==> src/rtl/mlsu_pkg.sv <==
// Shared types for the MLSU store deshuffle scheduler: default request meta
// layout and the in-order completion tracker entry.
package mlsu_pkg;

  localparam int unsigned ReqIdW      = 4;
  localparam int unsigned CmtCntW     = 3;
  localparam int unsigned SrcFieldW   = 4;  // room for up to 16 requesters
  localparam int unsigned MaxOutstDef = 4;

  typedef struct packed {
    logic [ReqIdW-1:0]  req_id;
    logic               vm;
    logic [CmtCntW-1:0] cmt_cnt;  // beats minus one
  } meta_glb_default_t;

  typedef struct packed {
    logic [ReqIdW-1:0]    req_id;
    logic [SrcFieldW-1:0] src;
    logic [CmtCntW-1:0]   cmt_cnt;
  } trk_entry_t;

endpackage

==> src/rtl/mlsu_shf_sched_ptr.sv <==
// Circular queue pointer: index that wraps at Depth-1 and toggles a lap flag
// so equal indices can be told apart as full or empty.
module CircularQueuePtrTemplate #(
  parameter int unsigned Depth = 4,
  localparam int unsigned PtrW = (Depth > 1) ? $clog2(Depth) : 1
) (
  input  logic            clk_i,
  input  logic            rst_ni,
  input  logic            incr_i,
  output logic [PtrW-1:0] value_o,
  output logic            flag_o
);

  logic [PtrW-1:0] value_reg;
  logic            flag_reg;

  always_ff @(posedge clk_i or negedge rst_ni) begin
    if (!rst_ni) begin
      value_reg <= '0;
      flag_reg  <= 1'b0;
    end else if (incr_i) begin
      if (value_reg == PtrW'(Depth - 1)) begin
        value_reg <= '0;
        flag_reg  <= ~flag_reg;
      end else begin
        value_reg <= value_reg + 1'b1;
      end
    end
  end

  assign value_o = value_reg;
  assign flag_o  = flag_reg;

endmodule

==> src/rtl/mlsu_shf_sched.sv <==
// Store deshuffle scheduler: round-robin meta issue from several requesters,
// in-order beat tracking of issued requests and a completion handshake.
module mlsu_shf_sched
  import mlsu_pkg::*;
#(
  parameter int unsigned NrReq    = 2,
  parameter int unsigned MaxOutst = mlsu_pkg::MaxOutstDef,
  parameter type         meta_glb_t = mlsu_pkg::meta_glb_default_t,
  localparam int unsigned SrcW    = (NrReq > 1) ? $clog2(NrReq) : 1
) (
  input  logic              clk_i,
  input  logic              rst_ni,
  input  logic [NrReq-1:0]  req_valid_i,
  output logic [NrReq-1:0]  req_ready_o,
  input  meta_glb_t         req_i [NrReq],
  output logic              meta_valid_o,
  input  logic              meta_ready_i,
  output meta_glb_t         meta_o,
  input  logic              cmt_valid_i,
  output logic              cmt_ready_o,
  output logic              done_valid_o,
  input  logic              done_ready_i,
  output logic [ReqIdW-1:0] done_reqid_o,
  output logic [SrcW-1:0]   done_src_o,
  output logic              busy_o
);

  localparam int unsigned PtrW = (MaxOutst > 1) ? $clog2(MaxOutst) : 1;

  logic [SrcW-1:0]    rr_ptr_reg;
  logic               out_valid_reg;
  meta_glb_t          out_meta_reg;
  logic               done_valid_reg;
  logic [ReqIdW-1:0]  done_reqid_reg;
  logic [SrcW-1:0]    done_src_reg;
  logic [CmtCntW-1:0] beat_cnt_reg;
  trk_entry_t         trk_mem [MaxOutst];

  logic               gnt_valid;
  logic [SrcW-1:0]    gnt_idx;
  logic               accept_ok;
  logic               accept;
  logic               issue;
  logic [PtrW-1:0]    enq_ptr, deq_ptr;
  logic               enq_flag, deq_flag;
  logic               trk_empty, trk_full;
  trk_entry_t         head;
  trk_entry_t         push_entry;
  logic               last_beat;
  logic               cmt_fire;
  logic               pop;

  // Round-robin: search starts at rr_ptr_reg, which holds last grant + 1.
  always_comb begin
    gnt_valid = 1'b0;
    gnt_idx   = '0;
    for (int k = 0; k < NrReq; k++) begin
      if (!gnt_valid && req_valid_i[(int'(rr_ptr_reg) + k) % NrReq]) begin
        gnt_valid = 1'b1;
        gnt_idx   = SrcW'((int'(rr_ptr_reg) + k) % NrReq);
      end
    end
  end

  assign issue     = out_valid_reg && meta_ready_i;
  // A pop in the same cycle does not free a slot for acceptance.
  assign accept_ok = (!out_valid_reg || issue) && !trk_full;
  assign accept    = accept_ok && gnt_valid;

  for (genvar gi = 0; gi < NrReq; gi++) begin : g_ready
    assign req_ready_o[gi] = accept && (gnt_idx == SrcW'(gi));
  end

  always_ff @(posedge clk_i or negedge rst_ni) begin
    if (!rst_ni) begin
      rr_ptr_reg    <= '0;
      out_valid_reg <= 1'b0;
    end else begin
      if (accept) begin
        rr_ptr_reg    <= (gnt_idx == SrcW'(NrReq - 1)) ? '0 : gnt_idx + 1'b1;
        out_valid_reg <= 1'b1;
      end else if (issue) begin
        out_valid_reg <= 1'b0;
      end
    end
  end

  always_ff @(posedge clk_i) begin
    if (accept) begin
      out_meta_reg <= req_i[gnt_idx];
    end
  end

  assign meta_valid_o = out_valid_reg;
  assign meta_o       = out_meta_reg;

  CircularQueuePtrTemplate #(.Depth(MaxOutst)) u_enq_ptr (
    .clk_i   (clk_i),
    .rst_ni  (rst_ni),
    .incr_i  (accept),
    .value_o (enq_ptr),
    .flag_o  (enq_flag)
  );

  CircularQueuePtrTemplate #(.Depth(MaxOutst)) u_deq_ptr (
    .clk_i   (clk_i),
    .rst_ni  (rst_ni),
    .incr_i  (pop),
    .value_o (deq_ptr),
    .flag_o  (deq_flag)
  );

  assign trk_empty = (enq_ptr == deq_ptr) && (enq_flag == deq_flag);
  assign trk_full  = (enq_ptr == deq_ptr) && (enq_flag != deq_flag);

  always_comb begin
    push_entry         = '0;
    push_entry.req_id  = ReqIdW'(req_i[gnt_idx].req_id);
    push_entry.src     = SrcFieldW'(gnt_idx);
    push_entry.cmt_cnt = CmtCntW'(req_i[gnt_idx].cmt_cnt);
  end

  always_ff @(posedge clk_i) begin
    if (accept) begin
      trk_mem[enq_ptr] <= push_entry;
    end
  end

  assign head      = trk_mem[deq_ptr];
  assign last_beat = (beat_cnt_reg == head.cmt_cnt);
  // The final beat must not retire into a done register that cannot drain.
  assign cmt_ready_o = !trk_empty && !(last_beat && done_valid_reg && !done_ready_i);
  assign cmt_fire    = cmt_valid_i && cmt_ready_o;
  assign pop         = cmt_fire && last_beat;

  always_ff @(posedge clk_i or negedge rst_ni) begin
    if (!rst_ni) begin
      beat_cnt_reg   <= '0;
      done_valid_reg <= 1'b0;
    end else begin
      if (pop) begin
        beat_cnt_reg <= '0;
      end else if (cmt_fire) begin
        beat_cnt_reg <= beat_cnt_reg + 1'b1;
      end
      if (pop) begin
        done_valid_reg <= 1'b1;
      end else if (done_ready_i) begin
        done_valid_reg <= 1'b0;
      end
    end
  end

  always_ff @(posedge clk_i) begin
    if (pop) begin
      done_reqid_reg <= head.req_id;
      done_src_reg   <= SrcW'(head.src);
    end
  end

  assign done_valid_o = done_valid_reg;
  assign done_reqid_o = done_reqid_reg;
  assign done_src_o   = done_src_reg;
  assign busy_o       = out_valid_reg || !trk_empty || done_valid_reg;

endmodule

==> config.mk <==
export PLATFORM = sky130hd
export DESIGN_NAME = mlsu_shf_sched
export DESIGN_NICKNAME = d
export VERILOG_FILES = /design/src/rtl/mlsu_pkg.sv /design/src/rtl/mlsu_shf_sched_ptr.sv /design/src/rtl/mlsu_shf_sched.sv
export SDC_FILE = /design/constraint.sdc
export NUM_CORES = 1
export LEC_CHECK = 0
export CAP_MARGIN = 20
export CORE_ASPECT_RATIO = 1.2
export CORE_MARGIN = 2
export CORE_UTILIZATION = 47
export DETAILED_ROUTE_END_ITERATION = 10
export PLACE_DENSITY = 0.79
export RECOVER_POWER = 25
export SYNTH_ARGS = -nofsm -noshare
export SYNTH_HDL_FRONTEND = slang
export SYNTH_SLANG_ARGS = --single-unit
==> constraint.sdc <==
create_clock -name clk_i -period 2 [get_ports clk_i]
set_clock_uncertainty 0.2 [all_clocks]
set_input_delay 0.4 -clock clk_i [delete_from_list [all_inputs] [get_ports clk_i]]
set_output_delay 0.4 -clock clk_i [all_outputs]
set_load 0.1 [all_outputs]
# Word-level counts from Yosys, hierarchy flattened
# Memory sizes are Yosys's and may differ from the RTL's.
# Cells that the tools add are included.
[op_classes]
reduce_logical = 27
n_addsub = 5
muxes = 22
n_eq_ne = 6
order_cmp = 3
bitwise_logic = 4
[op_table]
columns = ["cell", "n"]
rows = [
  ["$mux W8", 3],
  ["$mux W1", 15],
  ["$logic_and A1 B1 Y1", 13],
  ["$logic_not A1 Y1", 6],
  ["$mux W3", 2],
  ["$reduce_bool A2 Y1", 3],
  ["$add A2 B1 Y2 const B", 2],
  ["$eq A2 B2 Y1 const B", 2],
  ["$lt A1 B2 Y1 const B", 2],
  ["$mux W2", 2],
  ["$reduce_and A2 Y1", 2],
  ["$add A3 B1 Y3 const B", 1],
  ["$eq A3 B3 Y1", 1],
  ["$logic_or A1 B1 Y1", 3],
  ["$not A1 Y1", 3],
  ["$add A1 B1 Y1 const B", 2],
  ["$eq A2 B2 Y1", 1],
  ["$ge A2 B2 Y1 const B", 1],
  ["$not A1 Y2", 1],
  ["$eq A1 B1 Y1", 1],
  ["$ne A1 B1 Y1", 1],
]
[totals]
elab_cells = 81
reg_bits = 25
in_bits = 23
output_inout_bits = 19
memories = 1
mem_bits_rw = 32
[memory_table]
columns = ["name", "depth", "width", "read_ports", "rd_clocked_by_memory_dff", "write_ports", "line", "rtl"]
rows = [
  ["trk_mem", 4, 8, 1, 0, 1, "mlsu_shf_sched.sv:37", "trk_entry_t trk_mem [MaxOutst];"],
]

# Depth between registers and ports, before layout
# Gate-level depths: netlist of the first run.
[depth]
word_depth = 10
ltp_mapped = 8
ltp_nobuf = 6

# Hierarchy
# From an unflattened synthesis of the first run, not the netlist that was laid out.
[unflattened]
cells_unflattened = 160
hier_area_um2 = 2479.9
[by_module_without_submodules]
columns = ["mod", "instances", "cells_per_inst", "seq_area_each_um2", "area_each_um2"]
rows = [
  ["mlsu_shf_sched", 1, 142, 1501.4, 2217.1],
  ["CircularQueuePtrTemplate", 2, 9, 75.1, 131.4],
]

# Worst setup path before layout of the first run
# No wires, ideal clock.
[synth_timing]
kind = "reg-to-output"
startpoint = "reg u_deq_ptr.value_reg[0], in the netlist u_deq_ptr.value_o[0]"
endpoint = "out cmt_ready_o"
arrival_ns = 2.786
required_time_ns = 1.400
path_buffers = 0
path_stages_with_launch = 5
slack_ns = -1.386
path_cell_list = "dfrtp_1 mux4_2 xnor2_4 nor2_1 a21boi_1"
[synth_via]
elab_chain_len = 6
word_cells_on_any_way = 9
classes_between = "eq/ne: 2; reduce/logical: 6; memory: 1"
[synth_rtl]
columns = ["element", "line", "rtl"]
rows = [
  ["start, declared", "mlsu_shf_sched_ptr.sv:14", "logic [PtrW-1:0] value_reg;"],
  ["start signal, assigned", "mlsu_shf_sched_ptr.sv:26", "value_reg <= value_reg + 1'b1;"],
  ["$mem_v2 Z4 W8", "--", ""],
  ["$eq A3 B3 Y1", "mlsu_shf_sched.sv:130", "assign last_beat = (beat_cnt_reg == head.cmt_cnt);"],
  ["$logic_and A1 B1 Y1 (2 in series)", "mlsu_shf_sched.sv:132", "assign cmt_ready_o = !trk_empty && !(last_beat && done_valid_reg && !done_ready_i);"],
  ["$logic_not A1 Y1", "mlsu_shf_sched.sv:132", ""],
  ["$logic_and A1 B1 Y1 *", "mlsu_shf_sched.sv:132", ""],
  ["end, declared", "mlsu_shf_sched.sv:20", "output logic cmt_ready_o,"],
]
# Mark *: on every way between the ends. The rest lies on a longest branch, timed or not.

# Worst setup path after layout of the first run
# Ends and elaborated chain as after synthesis.

==> flow_summary.yaml, run 1 <==
routing:
  drtIter0Drc: 130
  ant_nets: 0
  route.detailed.drc: 0
  drtPass1Iterations: 4
  via_per_inst: 5.276
  vias: 1646
  avgRoutedWirePerCell_um: 18.09
  routed_wl_um: 5644
worst_setup_path:
  r2r_end: "u_deq_ptr.value_o[0]$_DFFE_PN0P_"
  worst_setup_path_end_kind: "output port"
  criticalPathCategory: "flip-flop to output port"
  worst_ep_required_time_ns: 1.40
  r2r_slack_ns: -0.32
  startpoint_type: "flip-flop"
  startpoint: "u_deq_ptr.value_o[0]$_DFFE_PN0P_"
  path_max_fanout: 5
  rr_worst_depth: 7
  worstReg2RegStart: "u_deq_ptr.value_o[0]$_DFFE_PN0P_"
  setup.worst_path.end: "cmt_ready_o"
  arrival_ns: 1.94
place:
  post-dp-hpwl_um: 3591
  pre_cts_ws_ns: -0.3108
  gp_congestion: 0.7360
  place_area_mm2: 0.003363
  io_buffers: 41
cells_and_area:
  seq_area_mm2: 0.001658
  multi_input_area_um2: 903.4
  final_common_cell: "edfxtp_1"
  fillCellCount: 288
  mostFrequentLayoutCells: "45 x edfxtp_1, 29 x nand2_1, 27 x buf_4"
  regMostFlops: "trk_mem"
  final_cell_area_mm2: 0.003672
  fin_nets: 276
  drive_gt1_share_pct: 42.06
  area_growth_pct: 49.44
  largest_register_ffs: 32
  diodes: 0
floorplanning:
  dieWidth_um: 70.01
  die_y_um: 83.21
  rows: 28
  die-area_mm2: 0.005825
  coreArea_mm2: 0.004975
  io_pins: 42
  initial_core_util_pct: 49.40
timing:
  max_clock_freq_mhz: 393.0
  slew_headroom_pct: 56.22
  report.final.slew_viol_count: 0
  rsz0062_at_grt: "true"
  final_hold_viol_count: 0
  tightest_slew_ns: 0.6545
  fin_crit_sh_pct: 127.2
  fin_crit_ns: 2.544
  setup_ws_ns: -0.5443
  setup_viol_count_final: 54
grt:
  grt_max_degree: 13
  antenna_found_initial: 0
  track_usage_pct: 20.49
  grt_pass1_wl_um: 8804
  grt_pass1_vias: 1735
  grt-ovfl-total: 0
cts:
  cts_tree: "done"
  root_buffer: "clkbuf_8"
  clk_latency_ns: 0.33
  htreeDepth: 3
  cts_sinks: 57
  cts.clk_slew.worst_paths_ns: 0.06
  cts_buffer_depth: 2
  cts_buffers: 9
  hold_buffers: 0
synthesis:
  synth_area_mm2: 0.002457
  yosysSeqAreaShare_pct: 67.21
  synth_cell_types: 38
  avgSynthCellArea_um2: 14.80
  syn_inst: 166
  synth_nets: 195
  yosys_warnings: 0
  ys_seq_elements: 57
run:
  max-cap-violations: 0
hold_path:
  hold_class: "flip-flop to flip-flop"
  min_path_cells: 1
run_status:
  status: "finished with violations"
  violations: "setup timing"
[layer usage]
layer / vias to the layer above / wire [um] / GRT usage (%)
met3: 11 / 248 / 5.825
met4: 0 / 108 / 7.517
met5: - / 0 / 0
met2: 56 / 3153 / 36.80
li1: 761 / - / -
met1: 818 / 2133 / 22.86
[worst max-delay path: stages (launching register included)]
cell and delay, ns:
dfrtp_2 0.42, buf_12 0.14, mux2i_1 0.22, xnor2_1 0.16
nor2_1 0.08, a21o_2 0.22, a21boi_4 0.18, buf_12 0.19
[cell type report]
class,instances,area share (%)
Clock inverter,6,2.896
Tap cell,60,2.044
Timing Repair Buffer,72,20.89
Multi-Input combinational cell,99,24.60
Inverter,8,0.9540
Clock buffer,10,3.475
Sequential cell,57,45.14
[how the worst min path moves through the flow]
stage	startpoint	to
2_1_floorplan	rst_ni	beat_cnt_reg[0]$_DFFE_PN0P_
3_3_place_gp	u_deq_ptr.flag_o$_DFFE_PN0P_	u_deq_ptr.flag_o$_DFFE_PN0P_
3_5_place_dp	u_deq_ptr.flag_o$_DFFE_PN0P_	u_deq_ptr.flag_o$_DFFE_PN0P_
4_1_cts	rst_ni	u_deq_ptr.value_o[1]$_DFFE_PN0P_
5_1_grt	u_deq_ptr.flag_o$_DFFE_PN0P_	u_deq_ptr.flag_o$_DFFE_PN0P_
6_report	u_deq_ptr.flag_o$_DFFE_PN0P_	u_deq_ptr.flag_o$_DFFE_PN0P_
[cells in the mapped netlist]
| master | count | share of area [%] |
|---|---|---|
| inv_1 | 7 | 1.1 |
| mux2_1 | 2 | 0.92 |
| a21oi_1 | 1 | 0.20 |
| a21o_2 | 1 | 0.36 |
| buf_6 | 1 | 0.46 |
| or3_1 | 1 | 0.25 |
| xnor2_4 | 1 | 1.1 |
| mux2_4 | 1 | 0.61 |
| edfxtp_1 | 45 | 55 |
| nand2_1 | 30 | 4.6 |
| nand3_2 | 1 | 0.41 |
| nand3_1 | 1 | 0.20 |
| xnor2_1 | 8 | 2.9 |
| mux4_2 | 6 | 5.5 |
| inv_2 | 1 | 0.15 |
| xor2_1 | 1 | 0.36 |
| a21o_1 | 1 | 0.31 |
| nand2b_1 | 1 | 0.25 |
| o21ai_1 | 4 | 0.81 |
| o21a_1 | 1 | 0.31 |
| buf_2 | 2 | 0.41 |
| nor2_1 | 7 | 1.1 |
| nor2_4 | 1 | 0.46 |
| nor3_1 | 1 | 0.20 |
| ha_1 | 6 | 3.1 |
| nor3_2 | 1 | 0.41 |
| or2_1 | 1 | 0.25 |
| a21boi_1 | 1 | 0.31 |
| nand2_2 | 1 | 0.25 |
| nor2b_1 | 2 | 0.51 |
| o21ba_1 | 1 | 0.41 |
| nand4_1 | 2 | 0.51 |
| mux2i_1 | 4 | 1.6 |
| and2_1 | 6 | 1.5 |
| a22o_1 | 1 | 0.36 |
| a221oi_1 | 1 | 0.36 |
| dfrtp_1 | 12 | 12 |
| a41oi_1 | 1 | 0.36 |
[cells by family (layout without fill, tap and decap cells)]
family	after synthesis	after routing	synth area share [%]
DFF	57	57	67.21
and+or+nand+nor	56	57	10.90
AOI/OAI and AO/OA	13	13	3.768
muxes	13	13	8.656
buffers and inverters	11	96	2.088
xor gates and xnor gates	10	10	4.328
adders and majority gates	6	6	3.055
[metrics by stage]
stage / setup TNS [ns] / std cells / utilization (%) / hold slack [ns]
global route: -13.96 / 312 / 73.82 / 0.3336
CTS: -8.097 / 311 / 74.97 / 0.2442
global placement: -11.12 / 287 / 67.61 / 0.2808
floorplan: -1.027 / 166 / - / -0.09559
detailed placement: -14.78 / 287 / 67.61 / 0.2901
finish: -9.429 / 312 / 73.82 / 0.3190
[repair_timing]
item	4_1_cts	5_1_grt
buffers inserted	8	1
gates cloned	1	0
pin swaps	9	3
resized for setup	14	5
setup endpoints to repair	50	61
Power of run 1 is left out: the tool's default activity adds up to more than one toggle a clock period on the data nets, which glitch-free logic cannot reach.
==> inputs of run 2 (changes only) <==
--- a/config.mk
+++ b/config.mk
@@ -6,7 +6,7 @@
 export NUM_CORES = 1
 export LEC_CHECK = 0
 export CAP_MARGIN = 20
-export CORE_ASPECT_RATIO = 1.2
+export CORE_ASPECT_RATIO = 0.5
 export CORE_MARGIN = 2
 export CORE_UTILIZATION = 47
 export DETAILED_ROUTE_END_ITERATION = 10
@@ -15,3 +15,4 @@
 export SYNTH_ARGS = -nofsm -noshare
 export SYNTH_HDL_FRONTEND = slang
 export SYNTH_SLANG_ARGS = --single-unit
+export TNS_END_PERCENT = 10
==> flow_summary.yaml, run 2 (synthesized netlist as in run 1, its figures left out) <==
run_status:
  status: "finished with violations"
  violations: "setup timing"
cells_and_area:
  drive_gt1_share_pct: 43.19
  fin_nets: 281
  diodes: 0
  largest_register_ffs: 32
  mostFrequentLayoutCells: "45 x edfxtp_1, 29 x nand2_1, 29 x buf_4"
  area_growth_pct: 50.00
  final_common_cell: "edfxtp_1"
  fillCellCount: 286
  final_util_pct: 74.06
  regMostFlops: "trk_mem"
floorplanning:
  die-area_mm2: 0.005858
  io_pins: 42
  coreArea_mm2: 0.004977
  initial_core_util_pct: 49.37
  rows: 18
  dieWidth_um: 106.3
  die_y_um: 55.13
timing:
  fin_crit_ns: 2.561
  max_clock_freq_mhz: 390.4
  slew_headroom_pct: 58.36
  fin_tns_setup_ns: -13.30
  report.final.slew_viol_count: 0
  setup_ws_ns: -0.5615
  fin_crit_sh_pct: 128.1
  rsz0062_at_grt: "true"
  setup_viol_count_final: 57
  tightest_slew_ns: 0.6226
  final_hold_viol_count: 0
routing:
  dr_wl_met2_um: 2908
  drtPass1Iterations: 5
  avgRoutedWirePerCell_um: 19.01
  route.detailed.drc: 0
  drtIter0Drc: 218
  routed_wl_um: 6217
  via_per_inst: 5.196
  met1_length_um: 2688
  top_layer: "met4"
  vias: 1699
  ant_nets: 0
  wl_met3_um: 545
grt:
  antenna_found_initial: 0
  grt_pass1_wl_um: 9073
  track_usage_pct: 22.63
  grt_max_degree: 13
  grt_pass1_vias: 1720
  grt-ovfl-total: 0
worst_setup_path:
  worst_setup_path_end_kind: "output port"
  worst_ep_required_time_ns: 1.40
  timing.critical_path.mode_cell: "buf_4"
  startpoint_type: "flip-flop"
  arrival_ns: 1.96
  max_stage_delay_ns: 0.43
  path_max_fanout: 3
  crit_chain: "buf_4 -> buf_8 -> xnor2_4 -> buf_4 -> nand3_2 -> or3_4 -> buf_12"
  criticalPathCategory: "flip-flop to output port"
  slowest_stage: "dfrtp_2"
cts:
  root_buffer: "clkbuf_8"
  cts_sinks: 57
  cts_buffer_depth: 2
  clk_latency_ns: 0.35
  htreeDepth: 3
  cts.clk_slew.worst_paths_ns: 0.07
  cts_buffers: 9
  cts_tree: "done"
place:
  io_buffers: 41
  post-dp-hpwl_um: 4101
  gp_congestion: 0.8313
hold_path:
  hold_class: "input port to asynchronous set/reset pin"
run:
  max-cap-violations: 0
## run 2: cell types whose count changed in the layout (fill, tap and decap cells not counted), sizes merged
| cell | previous run | this run |
|---|---|---|
| buf | 44 | 49 |
| bufinv | 3 | 1 |
| clkinv | 2 | 4 |
| and2 | 7 | 6 |
| clkinvlp | 1 | 2 |
## run 2: through the flow
| stage | instance area (um2) | setup slack [ns] | instances | hold WS (ns) |
|---|---|---|---|---|
| 2_1_floorplan | 2491 | -0.4915 | 166 | -0.09559 |
| 6_report | 3686 | -0.5615 | 327 | 0.3051 |
| 4_1_cts | 3691 | -0.5858 | 322 | 0.2501 |
| 5_1_grt | 3686 | -0.6373 | 327 | 0.3252 |
| 3_5_place_dp | 3407 | -0.3457 | 303 | 0.2777 |
| 3_3_place_gp | 3407 | -0.3368 | 303 | 0.2862 |
## run 2: worst paths after layout
kind                       cells past startpoint  slack (ns)                               end                              from
max                                            7       -0.56                            busy_o  u_deq_ptr.value_o[0]$_DFFE_PN0P_
min                                            1        0.31  u_enq_ptr.value_o[0]$_DFFE_PN0P_                            rst_ni
max reg2reg                                   11       -0.32      u_enq_ptr.flag_o$_DFFE_PN0P_  u_deq_ptr.value_o[0]$_DFFE_PN0P_
min reg2reg                                    1        0.31      u_enq_ptr.flag_o$_DFFE_PN0P_      u_enq_ptr.flag_o$_DFFE_PN0P_
max in group asynchronous                      1        0.82          meta_valid_o$_DFFE_PN0P_                            rst_ni
min in group clk_i                             1        0.31      u_enq_ptr.flag_o$_DFFE_PN0P_      u_enq_ptr.flag_o$_DFFE_PN0P_
## run 2: cell type report
type | count | area, um2 | share of cell area, %
Tap cell | 70 | 87.58 | 2.376
Multi-Input combinational cell | 98 | 889.6 | 24.13
Clock buffer | 9 | 123.9 | 3.360
Clock inverter | 7 | 71.32 | 1.935
Timing Repair Buffer | 78 | 824.5 | 22.37
Sequential cell | 57 | 1657 | 44.94
Inverter | 8 | 32.53 | 0.8826
## run 2: critical path: cells and delay by family (launching register included)
kind / cells / cell delay, ns
XOR/XNOR: 1 / 0.17
buffers and inverters: 4 / 0.57
flip-flops: 1 / 0.43
AND/OR/NAND/NOR: 2 / 0.43
## run 2: layer usage
metal	track usage [%]	up-vias
met5	0	-
met4	7.018	0
met3	9.016	8
met2	36.43	79
met1	29.03	843
li1	-	769
## run 2: repair_timing
item,CTS,global route
pin swaps,8,6
setup endpoints to repair,52,52
gates resized for setup,14,19
buffers inserted,3,6
hold buffers,0,0
Power of run 2 is left out for the same reason.
